==> config.mk <==
export PLATFORM = sky130hd
export DESIGN_NAME = switch_debounce_reader_flat
export DESIGN_NICKNAME = d
export VERILOG_FILES = /design/src/rtl/switch_debounce_reader_if.sv /design/src/rtl/switch_debounce_reader.sv /design/src/flat_wrapper.sv
export SDC_FILE = /design/constraint.sdc
export NUM_CORES = 1
export LEC_CHECK = 0
export BUFFER_PORTS_ARGS = -buffer_cell sky130_fd_sc_hd__buf_2
export CAP_MARGIN = 25
export CORE_ASPECT_RATIO = 0.6
export CORE_MARGIN = 2
export CORE_UTILIZATION = 59
export CTS_CLUSTER_DIAMETER = 60
export DETAILED_ROUTE_END_ITERATION = 16
export PLACE_DENSITY = 0.82
export SLEW_MARGIN = 20
export SYNTH_ARGS = -nofsm -noshare
export SYNTH_HDL_FRONTEND = slang
export SYNTH_SLANG_ARGS = --single-unit
==> constraint.sdc <==
create_clock -name clk -period 5.3 [get_ports clk]
set_input_delay 0.795 -clock clk [delete_from_list [all_inputs] [get_ports clk]]
set_output_delay 0.795 -clock clk [all_outputs]
set_load 0.03 [all_outputs]
==> src/rtl/switch_debounce_reader_if.sv <==
// Event channel from the switch debouncer to its consumer: a new debounced value
// plus the mask of bits that changed, moved with a valid/ready handshake.
interface switch_debounce_reader_if #(
  parameter int WIDTH = 8
);
  logic             event_valid;
  logic             event_ready;
  logic [WIDTH-1:0] event_data;
  logic [WIDTH-1:0] event_mask;

  modport master (
    output event_valid,
    output event_data,
    output event_mask,
    input  event_ready
  );

  modport slave (
    input  event_valid,
    input  event_data,
    input  event_mask,
    output event_ready
  );
endinterface

==> src/rtl/switch_debounce_reader.sv <==
// Synchronizes and debounces the switch bank as a whole vector, drives the LEDs
// from the debounced state and reports every debounced change as a handshaked event.
module switch_debounce_reader #(
  parameter int WIDTH         = 8,
  parameter int STABLE_CYCLES = 4
) (
  input  logic                     clk,
  input  logic                     rst,
  input  logic [WIDTH-1:0]         switch,
  output logic [WIDTH-1:0]         led,
  output logic                     overrun,
  switch_debounce_reader_if.master ev
);

  localparam logic [15:0] CNT_LAST = 16'(STABLE_CYCLES - 1);

  logic [WIDTH-1:0] r_sw_s1;
  logic [WIDTH-1:0] r_sw_s2;
  logic [WIDTH-1:0] r_cand;
  logic [15:0]      r_cnt;
  logic [WIDTH-1:0] r_led;
  logic             r_ev_valid;
  logic [WIDTH-1:0] r_ev_data;
  logic [WIDTH-1:0] r_ev_mask;
  logic             r_overrun;

  logic             w_stable;
  logic             w_change;
  logic [WIDTH-1:0] w_diff;

  assign w_stable = (r_sw_s2 == r_cand);
  assign w_change = w_stable && (r_cnt == CNT_LAST) && (r_cand != r_led);
  assign w_diff   = r_led ^ r_cand;

  // Plain two-flop synchronizer; nothing may sit between the stages.
  always_ff @(posedge clk or posedge rst) begin
    if (rst) begin
      r_sw_s1 <= '0;
      r_sw_s2 <= '0;
    end else begin
      r_sw_s1 <= switch;
      r_sw_s2 <= r_sw_s1;
    end
  end

  // Any movement of the synchronized vector restarts the qualification count.
  always_ff @(posedge clk or posedge rst) begin
    if (rst) begin
      r_cand <= '0;
      r_cnt  <= '0;
      r_led  <= '0;
    end else if (!w_stable) begin
      r_cand <= r_sw_s2;
      r_cnt  <= '0;
    end else if (w_change) begin
      r_led <= r_cand;
    end else if (r_cnt < CNT_LAST) begin
      r_cnt <= r_cnt + 16'd1;
    end
  end

  // A change landing on an unaccepted event merges into it and flags overrun;
  // an accept on the same edge as a change starts a fresh mask instead.
  always_ff @(posedge clk or posedge rst) begin
    if (rst) begin
      r_ev_valid <= 1'b0;
      r_ev_data  <= '0;
      r_ev_mask  <= '0;
      r_overrun  <= 1'b0;
    end else if (w_change) begin
      r_ev_valid <= 1'b1;
      r_ev_data  <= r_cand;
      if (!r_ev_valid || ev.event_ready) begin
        r_ev_mask <= w_diff;
      end else begin
        r_ev_mask <= r_ev_mask | w_diff;
        r_overrun <= 1'b1;
      end
    end else if (r_ev_valid && ev.event_ready) begin
      r_ev_valid <= 1'b0;
    end
  end

  assign led            = r_led;
  assign overrun        = r_overrun;
  assign ev.event_valid = r_ev_valid;
  assign ev.event_data  = r_ev_data;
  assign ev.event_mask  = r_ev_mask;

endmodule

==> src/flat_wrapper.sv <==
// flat-port wrapper written by rule: the top's interface ports become plain ports
module switch_debounce_reader_flat 
#(
  parameter int WIDTH         = 8,
  parameter int STABLE_CYCLES = 4
)
  (clk, rst, switch, led, overrun, ev_event_valid, ev_event_data, ev_event_mask, ev_event_ready);
  switch_debounce_reader_if #(.WIDTH(WIDTH)) ev_i ();
  input  logic clk;
  input  logic rst;
  input  logic [WIDTH-1:0] switch;
  output logic [WIDTH-1:0] led;
  output logic overrun;
  output wire logic [$bits(ev_i.event_valid)-1:0] ev_event_valid;
  output wire logic [$bits(ev_i.event_data)-1:0] ev_event_data;
  output wire logic [$bits(ev_i.event_mask)-1:0] ev_event_mask;
  input wire logic [$bits(ev_i.event_ready)-1:0] ev_event_ready;
  assign ev_event_valid = ev_i.event_valid;
  assign ev_event_data = ev_i.event_data;
  assign ev_event_mask = ev_i.event_mask;
  assign ev_i.event_ready = ev_event_ready;
  switch_debounce_reader #(.WIDTH(WIDTH), .STABLE_CYCLES(STABLE_CYCLES)) u_core (.clk(clk), .rst(rst), .switch(switch), .led(led), .overrun(overrun), .ev(ev_i));
endmodule
==> results of run 1 <==
[per-layer routing]
metal	share of wire	vias up	global-route usage
li1	-	601	-
met1	0.45	651	0.262
met2	0.44	45	0.310
met3	0.078	12	0.114
met4	0.024	0	0.106
met5	0	-	0
[synthesized netlist by cell type (3+ instances only)]
master     n  area [um2]
mux2_4     8         120
xnor2_1    8        70.1
clkbuf_1   9        33.8
a22o_1     8        70.1
xor2_1     9        78.8
nand4_1    3        18.8
dfrtp_1   66        1650
and2_1    13        81.3
mux2_2     8        90.1
nor4_1     5        31.3
[report_power, final]
part	total [W]	internal, W	leakage [nW]	switching (W)
clock network	0.000377	0.000207	0.0965	0.000170
logic	0.0000251	0.00000920	0.531	0.0000159
registers	0.000521	0.000513	0.867	0.00000742
total	0.000923	0.000729	1.49	0.000193
[layout make-up]
type | instances | share of cell area
Sequential cell | 66 | 0.598
Multi-Input combinational cell | 77 | 0.244
Timing Repair Buffer | 37 | 0.0680
Clock buffer | 14 | 0.0625
Tap cell | 47 | 0.0213
Clock inverter | 2 | 0.00362
Inverter | 2 | 0.00272
[path summary, 6_finish.rpt]
kind	start	to	slack, ns	cells past startpoint
worst max-delay path	u_core.r_cnt[12]$_DFFE_PP0P_	u_core.ev.event_mask[3]$_DFFE_PP0N_	3.16	5
worst min-delay path	u_core.r_sw_s1[3]$_DFF_PP0_	u_core.r_sw_s2[3]$_DFF_PP0_	0.35	0
worst max register to register	u_core.r_cnt[12]$_DFFE_PP0P_	u_core.ev.event_mask[3]$_DFFE_PP0N_	3.16	5
worst min register to register	u_core.r_sw_s1[3]$_DFF_PP0_	u_core.r_sw_s2[3]$_DFF_PP0_	0.35	0
max in group asynchronous	rst	u_core.r_cnt[9]$_DFFE_PP0P_	4.12	3
min in group asynchronous	rst	u_core.r_sw_s2[7]$_DFF_PP0_	0.67	3
[cells in the final DEF, fill, tap and decap left out, drive strengths merged]
master and n:
and2 13, nand3 1, a22o 8, nor4 5, mux2 16, buf 37
nor3 2, clkinv 2, xnor2 8, nand2b 2, clkbuf 14, and3 2
mux2i 1, o21bai 1, a211oi 1, dfrtp 66, inv 2, xor2 9
ha 1, nor2 2, nand4 3, nand2 2
[registers in the layout, indices dropped and copies added, names as in the netlist]
register,flops
u_core.r_sw_s2,8
u_core.r_cnt,16
u_core.ev.event_valid,1
u_core.ev.event_data,8
u_core.r_cand,8
u_core.led,8
u_core.ev.event_mask,8
u_core.r_sw_s1,8
u_core.overrun,1
[logic make-up (layout without fill, tap and decap cells)]
family	Yosys count	after routing
xor gates and xnor gates	17	17
AOI/OAI and AO/OA	10	10
DFF	66	66
muxes	17	17
buffers and inverters	13	55
and+or+nand+nor	32	32
adders and majority gates	1	1
[through the flow]
stage	power, W	area [um2]
floorplan	0.000547	2380
global placement	0.000554	2580
detailed placement	0.000556	2580
CTS	0.000935	2760
global route	0.000964	2760
finish	0.000923	2760
==> results by group, run 1 <==
Status
  • Run status: complete, no violations

Critical path
  • CP top delay family: simple AND/OR/NAND/NOR gates
  • Worst path max stage delay: 0.45 ns
  • WP data arrival: 2.37 ns
  • Slowest-stage cell, CP: nor4_1
  • CP Capture Type: flip-flop
  • Startpoint types: flip-flop
  • Buf+Inv Stages, Crit Path: 0
  • CP Class: reg2reg
  • Critical path, cell by cell: nor4_1, nand4_1, a211oi_2, nand3_1, a22o_1
  • WP data required: 5.53 ns
  • Worst-path fanout max: 8

Cells and area
  • Final std cells w/o fill: 245
  • Ratio of cells with drive above 1 in the final layout: 0.359
  • Fillers: 260
  • P&R area growth vs syn: 15.9%
  • Area occupied by multi-input gates: 673 um2
  • Util after Layout: 0.733
  • Nets: 205
  • Antenna Cells: 0
  • Sequential cell area: 1650 um2

Routing
  • Initial DRC Count: 77
  • Final antenna-violating net count: 0
  • Via total after detailed routing: 1,309
  • DRC viols: 0
  • WL/cell: 16.6 um
  • Total Wirelength: 4.07 mm
  • DR pass1 iterations: 4
  • Via/cell ratio: 5.34

Floorplanning
  • Initial Util: 0.633
  • Row cnt: 17
  • Core box area: 3760 um2
  • Die Span Y: 53.2 um
  • Ports: 37
  • Die area: 4580 um2
  • Die width: 86.0 um

Timing
  • Setup WS post-layout: 3.16 ns
  • Setup TNS: 0 ns
  • Post-route clock period utilization: 0.404
  • Worst slew margin: 0.482
  • Max Slew Vio Count: 0
  • Final-report hold violation count: 0
  • Worst Skew: 0.00354 ns
  • Finish-stage setup viols: 0
  • RSZ-0062 raised after global routing: no
  • Worst hold margin: 0.354 ns
  • Worst-Margin Slew: 0.778 ns
  • Fmax: 467 MHz
  • Min Tclk post-route: 2.14 ns

Clock network
  • Clock Tree Root: clkbuf_8
  • Clock Path Buffers: 2
  • Post-CTS Repair Setup Buffers: 0
  • # hold bufs at CTS: 0
  • Clk pin slew, worst setup/hold paths: 0.06 ns
  • Clk Latency, worst-skew pair: 0.34 ns
  • CTS resizes: 0
  • H-tree depth: 3
  • Count of clock tree sinks: 66
  • CTS tree: done
  • Total CTS buffers: 9

Logic synthesis
  • Post-synth EDFFs: 0
  • Post-synthesis mux area share: 0.0924
  • Synth cell types: 25
  • Adder-cell area share of the yosys netlist: 0.00525
  • Ys Warns: 0
  • Combinational family with the most area after synthesis: multiplexers
  • Synth Area per Inst: 15.3 um2
  • Asr flop ratio synth: 1.00
  • Mapped Area: 2380 um2
  • Sequential share of the synthesized area: 0.693
  • Complex-gate fraction of the synthesized area: 0.0378
  • Seq cells post-synth: 66
  • Mapped Cells: 156
  • Main synth FF type: dfrtp_1
  • Syn_nets: 168
  • Simple-Gate Fraction of Synth Area: 0.0846
  • Synth Area in XOR/XNOR: 0.0625

Placement
  • Placer Congestion: 0.796
  • PortBufs: 36
  • Dpl cells: 229
  • Pre-CTS WS: 3.24 ns
  • Hpwl dp: 2.73 mm

Hold path
  • Hold Path Class: reg2reg

Pwr
  • Leak: 1.49 nW
  • Pwr Density: 334 nW/um2
  • Worst vdd ir: 0.179 mV

Global routing
  • Largest net degree at the start of global routing: 67
  • First-pass GRT wire length: 6.54 mm
  • Initial antenna violation count: 0
  • Total grt overflow: 0
  • Vias in the first global route: 1,287
  • GRT Total Usage: 0.213

Run
  • Max cap viols: 0
No activity file was read; power rests on OpenSTA's default activity.
==> run 2: changes to the inputs <==
Settings changed: ABC_AREA set to 1, CORE_UTILIZATION 59 to 51, PLACE_DENSITY 0.82 to 0.75.
Clock period 5.3 ns to 1.8 ns, I/O delays scaled along.
==> run 2 against run 1 <==
Register-to-register slack worse by 3.0 ns; critical path type unchanged; sequential power rose to 2.9 times the previous value; highest routed layer unchanged; final cell count up 71%; largest cell class unchanged; flip-flop and latch count unchanged; utilization down 11 points; largest power group unchanged.
==> results by group, run 2 <==
Pwr
  • Sw Share: 0.228 (+0.0182)
  • Pwr Density: 900 nW/um2 (+170%)
  • Switching Power: 0.000656 W (+240%)
  • Combinational power share: 0.038 (+0.011)
  • Clock Power Share: 0.430 (+0.022)
  • Flop pwr share: 0.532 (-0.032)
  • Internal power: 0.00223 W (+210%)
  • Leak: 1.77 nW (+19%)
  • Worst vdd ir: 0.551 mV (+210%)

Critical path
  • Worst-path fanout max: 25 (+17)
  • CP Class: reg2reg
  • Worst path max stage delay: 0.42 ns (-0.03 ns)
  • Startpoint types: flip-flop
  • Critical path, cell by cell: inv_2, nand2_1, nand2_1, nor2_1, nand2_2, nor2_8, nand3_4, nand2_1, nand2_1
  • WP data arrival: 1.86 ns (-0.51 ns)
  • Crit-path most repeated cell: nand2_1
  • CP top delay family: simple AND/OR/NAND/NOR gates
  • WP data required: 2.03 ns (-3.50 ns)
  • Slowest-stage cell, CP: dfrtp_1
  • Buf+Inv Stages, Crit Path: 1 (+1)
  • CP Capture Type: flip-flop

Floorplanning
  • Die Span Y: 60.7 um (+14%)
  • Core box area: 5100 um2 (+36%)
  • Initial Util: 0.536 (-0.0972)
  • Ports: 37 (unchanged)
  • Die width: 98.5 um (+15%)
  • Die area: 5980 um2 (+31%)
  • Row cnt: 20 (+3)

Global routing
  • GRT Total Usage: 0.188 (-0.0252)
  • Initial antenna violation count: 0 (unchanged)
  • Total grt overflow: 0 (unchanged)
  • Largest net degree at the start of global routing: 29 (-57%)
  • First-pass GRT wire length: 8.36 mm (+28%)
  • Vias in the first global route: 1,763 (+37%)

Cells and area
  • P&R area growth vs syn: 17.1%
  • Final std cells w/o fill: 420 (+71%)
  • Util after Layout: 0.627 (-0.107)
  • Antenna Cells: 0 (unchanged)
  • Nets: 361 (+76%)
  • Largest register FFs: 16 (unchanged)
  • Most frequent cells in the layout: nand2_1, dfrtp_1, inv_1
  • Ratio of cells with drive above 1 in the final layout: 0.218 (-0.141)
  • Commonest non-fill, non-tap cell in the layout: nand2_1
  • Largest reg by FF count: u_core.r_cnt

Logic synthesis
  • Synth cell types: 20 (-20%)
  • Ys Warns: 0 (unchanged)
  • Mapped Cells: 308 (+97%)
  • Post-synth EDFFs: 0 (unchanged)
  • Synth Area per Inst: 8.88 um2 (-42%)
  • Sequential share of the synthesized area: 0.604 (-0.0892)
  • Commonest cells in the netlist: nand2_1, dfrtp_1, inv_1, nor2_1, nand4_1
  • Leading cell type by number of instances after synthesis: nand2_1
  • Syn_nets: 320 (+90%)
  • Area contributors post-synth: dfrtp_1, nand2_1, inv_1
  • Mapped Area: 2730 um2 (+15%)
  • Seq cells post-synth: 66 (unchanged)
  • Main synth FF type: dfrtp_1
  • Post-synth top area cell: dfrtp_1
  • Synth top area share: 0.604 (-0.0892)
  • Asr flop ratio synth: 1.00 (unchanged)

Placement
  • Dpl cells: 400 (+75%)
  • PortBufs: 36 (unchanged)
  • Placer Congestion: 0.847 (+6.3%)
  • Hpwl dp: 3.51 mm (+29%)

Clock network
  • Clock Path Buffers: 2 (unchanged)
  • Clock Tree Root: clkbuf_8
  • H-tree depth: 3 (unchanged)
  • CTS tree: done
  • Count of clock tree sinks: 66 (unchanged)
  • Clk Latency, worst-skew pair: 0.35 ns (about the same)
  • Clk pin slew, worst setup/hold paths: 0.07 ns (about the same)
  • Post-CTS Repair Setup Buffers: 0 (unchanged)
  • CTS resizes: 0 (unchanged)
  • Total CTS buffers: 9 (unchanged)

Status
  • Run status: complete, no violations

Routing
  • Via/cell ratio: 4.71 (-12%)
  • Initial DRC Count: 86 (+12%)
  • DR pass1 iterations: 5 (+1)
  • Final antenna-violating net count: 0 (unchanged)
  • WL/cell: 12.0 um (-28%)
  • Via total after detailed routing: 1,979 (+51%)
  • Total Wirelength: 5.02 mm (+23%)
  • DRC viols: 0 (unchanged)

Run
  • Max cap viols: 0 (unchanged)

Timing
  • Setup TNS: 0 ns (unchanged)
  • Max Slew Vio Count: 0 (unchanged)
  • Fmax: 616 MHz (+32%)
  • RSZ-0062 raised after global routing: no
  • Finish-stage setup viols: 0 (unchanged)
  • Final-report hold violation count: 0 (unchanged)
  • Worst Skew: 0.00766 ns (+0.00412 ns)
  • Post-route clock period utilization: 0.902 (+0.498)
  • Worst slew margin: 0.644 (+0.163)
  • Min Tclk post-route: 1.62 ns (-0.518 ns)
  • Worst-Margin Slew: 0.532 ns (-0.245 ns)

Hold path
  • Hold Path Class: in2reg
==> run 2: cell types whose count changed in the layout (fill, tap and decap cells not counted), moves of 11 or more <==
cell,change
nand2_1,+101
inv_1,+43
nor2_1,+29
nand4_1,+15
and2_1,-13
o21ai_0,+11
==> run 2: worst register-to-register path, stage by stage, from the launching register on <==
cell     delay, ns
dfrtp_1       0.42
inv_2         0.05
nand2_1       0.06
nand2_1       0.05
nor2_1        0.15
nand2_2       0.12
nor2_8        0.17
nand3_4       0.28
nand2_1       0.14
nand2_1       0.07
==> run 2: cells by family (layout without fill, tap and decap cells) <==
group | count (synthesis) | in the layout | synth area share
compound gates | 11 | 11 | 0.0201
buf+inv | 68 | 114 | 0.108
fa+ha+maj | 1 | 1 | 0.00458
flops | 66 | 66 | 0.604
simple gates | 162 | 162 | 0.263
==> run 2: worst paths after layout <==
check / from / slack, ns / cells past startpoint / endpoint
worst min-delay path: switch[7] / 0.02 / 1 / u_core.r_sw_s1[7]$_DFF_PP0_
worst max register to register: u_core.r_cand[5]$_DFFE_PP0N_ / 0.18 / 9 / u_core.ev.event_data[7]$_DFFE_PP0N_
min in group asynchronous: rst / 0.50 / 3 / u_core.r_cnt[5]$_DFFE_PP0P_
worst max-delay path: u_core.r_cand[5]$_DFFE_PP0N_ / 0.18 / 9 / u_core.ev.event_data[7]$_DFFE_PP0N_
max in group asynchronous: rst / 0.69 / 4 / u_core.r_cand[1]$_DFFE_PP0N_
worst min register to register: u_core.r_sw_s1[2]$_DFF_PP0_ / 0.35 / 0 / u_core.r_sw_s2[2]$_DFF_PP0_
==> run 2: what timing repair did <==
item                       in CTS  in global routing
setup endpoints to repair       0                  0
hold buffers                    1                  3
hold endpoints to repair       22                  3
==> run 2: layout make-up <==
class                   count  area, um2
clock buffers              10        138
clock inverters             6       66.3
fillers                   443       1900
inverters                  52        199
multi-input cells         174        786
flip-flops and latches     66       1650
well taps                  66       82.6
repair buffers             46        278
==> run 2: through the flow <==
stage               worst slack, ns  hold slack [ns]  total power [W]  cell area [um2]
finish                        0.177           0.0244          0.00288             3200
global route                 0.0479         0.000590          0.00301             3200
CTS                           0.172          0.00638          0.00291             3170
detailed placement            0.203            0.335          0.00167             2960
global placement              0.219            0.332          0.00166             2960
floorplan                     0.380            0.301          0.00163             2740
==> run 2: routing by layer <==
layer | vias up | share of wire | global-route usage | routed length (um)
met2 | 56 | 0.41 | 0.256 | 2070
li1 | 1008 | - | - | -
met4 | 0 | 0.0062 | 0.0509 | 31
met5 | - | 0 | 0 | 0
met3 | 6 | 0.068 | 0.0945 | 341
met1 | 909 | 0.51 | 0.269 | 2580
==> run 2: power groups by stage <==
stage	Combinational, W	Sequential (W)	Clock (W)
6_report	0.000111	0.00153	0.00124
3_5_place_dp	0.000107	0.00156	0
4_1_cts	0.000109	0.00153	0.00126
5_1_grt	0.000129	0.00153	0.00134
3_3_place_gp	0.000104	0.00156	0
2_1_floorplan	0.0000762	0.00155	0
==> run 3: changes to the inputs <==
Settings changed: CORE_UTILIZATION 51 to 56, PLACE_DENSITY 0.75 to 0.78.
Clock period 1.8 ns to 1.7 ns, I/O delays scaled along.
==> run 3 against run 2 <==
The flow now finishes with violations (negative hold slack); clock power about the same; final area decreased by 1.8%; first-iteration DRC count grew 98%; non-clock buffer count shrank 4; utilization increased by 5.1 points; critical endpoint is now u_core.led[7]$_DFFE_PP0P_.
==> results by group, run 3 (synthesis results as in run 2) <==
Clock network
  • Clock Path Buffers: 2 (unchanged)
  • CTS tree: done
  • Clk Latency, worst-skew pair: 0.35 ns (about the same)
  • H-tree depth: 3 (unchanged)
  • # hold bufs at CTS: 0 (-1)
  • CTS resizes: 0 (unchanged)
  • Total CTS buffers: 9 (unchanged)
  • Post-CTS Repair Setup Buffers: 0 (unchanged)
  • Clock Tree Root: clkbuf_8
  • Count of clock tree sinks: 66 (unchanged)
  • Clk pin slew, worst setup/hold paths: 0.07 ns (about the same)

Critical path
  • Startpoint types: flip-flop
  • Setup crit end: u_core.led[7]$_DFFE_PP0P_
  • Reg2reg start: u_core.r_cand[7]$_DFFE_PP0N_
  • R2r setup slk: 0.20 ns (+0.02 ns)
  • R2R cell count: 9 (unchanged)
  • CP Capture Type: flip-flop
  • Setup crit start: u_core.r_cand[7]$_DFFE_PP0N_
  • Worst-path fanout max: 25 (unchanged)
  • Reg2reg end: u_core.led[7]$_DFFE_PP0P_
  • WP data required: 1.94 ns (-0.09 ns)
  • CP Class: reg2reg
  • WP data arrival: 1.74 ns (-0.12 ns)

Pwr
  • Pwr Density: 948 nW/um2 (+5.2%)
  • Clock Power Share: 0.418 (-0.012)
  • Leak: 1.75 nW (-0.95%)
  • Combinational power share: 0.037 (about the same)
  • Worst vdd ir: 0.712 mV (+29%)
  • Flop pwr share: 0.545 (+0.013)
  • Switching Power: 0.000636 W (-3.1%)
  • Sw Share: 0.214 (-0.0142)
  • Final total power: 0.00298 W (+3.3%)
  • Internal power: 0.00234 W (+5.2%)

Cells and area
  • Most frequent cells in the layout: nand2_1, dfrtp_1, inv_1
  • Ratio of cells with drive above 1 in the final layout: 0.206 (-0.0112)
  • Largest reg by FF count: u_core.r_cnt
  • Final std cells w/o fill: 412 (-1.9%)
  • Nets: 357 (-1.1%)
  • P&R area growth vs syn: 15.0%
  • Largest register FFs: 16 (unchanged)
  • Antenna Cells: 0 (unchanged)
  • Commonest non-fill, non-tap cell in the layout: nand2_1

Floorplanning
  • Initial Util: 0.590 (+0.0542)
  • Die width: 94.2 um (-4.4%)
  • Row cnt: 19 (-5.0%)
  • Die area: 5470 um2 (-8.5%)
  • Ports: 37 (unchanged)
  • Die Span Y: 58.1 um (-4.3%)
  • Core box area: 4640 um2 (-9.2%)

Timing
  • Min Tclk post-route: 1.50 ns (-0.121 ns)
  • RSZ-0062 raised after global routing: no
  • Worst slew margin: 0.780 (+0.135)
  • Worst hold margin: -0.00877 ns (-0.0332 ns)
  • Max Slew Vio Count: 0 (unchanged)
  • Post-route clock period utilization: 0.883 (-0.0184)
  • Fmax: 666 MHz (+8.1%)
  • Final-report hold violation count: 21 (+21)
  • Worst Skew: 0.00702 ns (-0.000637 ns)
  • Worst-Margin Slew: 0.330 ns (-0.202 ns)
  • Finish-stage setup viols: 0 (unchanged)
  • Setup TNS: 0 ns (unchanged)
  • Setup WS post-layout: 0.199 ns (+0.0215 ns)

Placement
  • Dpl cells: 395 (-1.3%)
  • Placer Congestion: 0.808 (-4.5%)
  • PortBufs: 36 (unchanged)
  • Hpwl dp: 3.29 mm (-6.4%)
  • Pre-CTS WS: 0.194 ns (-0.00913 ns)

Routing
  • Final antenna-violating net count: 0 (unchanged)
  • WL/cell: 11.9 um (-0.27%)
  • DR pass1 iterations: 4 (-1)
  • Initial DRC Count: 170 (+98%)
  • Via/cell ratio: 4.79 (+1.7%)
  • DRC viols: 0 (unchanged)
  • Total Wirelength: 4.91 mm (-2.2%)
  • Via total after detailed routing: 1,975 (-0.20%)

Global routing
  • GRT Total Usage: 0.211 (+0.0225)
  • Vias in the first global route: 1,757 (-0.34%)
  • Initial antenna violation count: 0 (unchanged)
  • Total grt overflow: 0 (unchanged)
  • Largest net degree at the start of global routing: 67 (+130%)
  • First-pass GRT wire length: 8.37 mm (about the same)

Status
  • Run status: complete, but fails checks
  • Failing checks: negative hold slack

Hold path
  • Hold Path Class: in2async

Run
  • Max cap viols: 0 (unchanged)
==> run 3: cell count changes in the layout (fill, tap and decap cells not counted), sizes merged <==
cell         previous run  this run
clkinvlp                4         1
buf                    42        40
clkbuf                 10        12
dlygate4sd3             4         2
==> run 3: per-layer routing <==
metal	vias up	track usage	wire length [um]
met3	7	0.0819	296
met1	917	0.305	2510
met5	-	0	0
li1	993	-	-
met4	0	0.0952	73
met2	58	0.283	2040
==> run 3: how the worst min path moves through the flow <==
stage,end,startpoint,depth (start not counted)
finish,u_core.r_cnt[5]$_DFFE_PP0P_,rst,3
global route,u_core.r_sw_s1[6]$_DFF_PP0_,switch[6],1
CTS,u_core.r_sw_s1[3]$_DFF_PP0_,rst,3
detailed placement,u_core.r_sw_s2[4]$_DFF_PP0_,u_core.r_sw_s1[4]$_DFF_PP0_,0
global placement,u_core.r_sw_s2[0]$_DFF_PP0_,u_core.r_sw_s1[0]$_DFF_PP0_,0
floorplan,u_core.r_sw_s1[0]$_DFF_PP0_,switch[0],0
==> run 3: stage by stage <==
stage	utilization	instance area, um2	hold slack [ns]
after floorplan	-	2740	0.286
after CTS	0.674	3120	0.00211
after detailed placement	0.634	2940	0.337
after global routing	0.678	3140	0.000848
final	0.678	3140	-0.00877
after global placement	0.634	2940	0.333
==> run 3: layout make-up <==
cell class,instances,area (um2)
tap,63,78.8
sequential,66,1650
clock buffer,12,145
inverter,52,199
fill,369,1490
multi-input combinational,174,786
clock inverter,3,40.0
timing repair buffer,42,243
==> run 3: worst max-delay path: stages (launching register included) <==
cell and delay [ns]:
dfrtp_1 0.41, inv_2 0.05, nand2_1 0.05, nand2_1 0.05, nor2_2 0.11, nand2_2 0.10, nor2_8 0.15, nand3_4 0.26
nand2_1 0.14, nand2_1 0.06
==> run 3: power by group through the flow <==
stage          combinational (W)  sequential, W  clock, W
4_1_cts                 0.000109        0.00162   0.00127
3_3_place_gp            0.000107        0.00165         0
6_report                0.000110        0.00162   0.00125
5_1_grt                 0.000130        0.00162   0.00134
2_1_floorplan          0.0000807        0.00165         0
3_5_place_dp            0.000109        0.00165         0
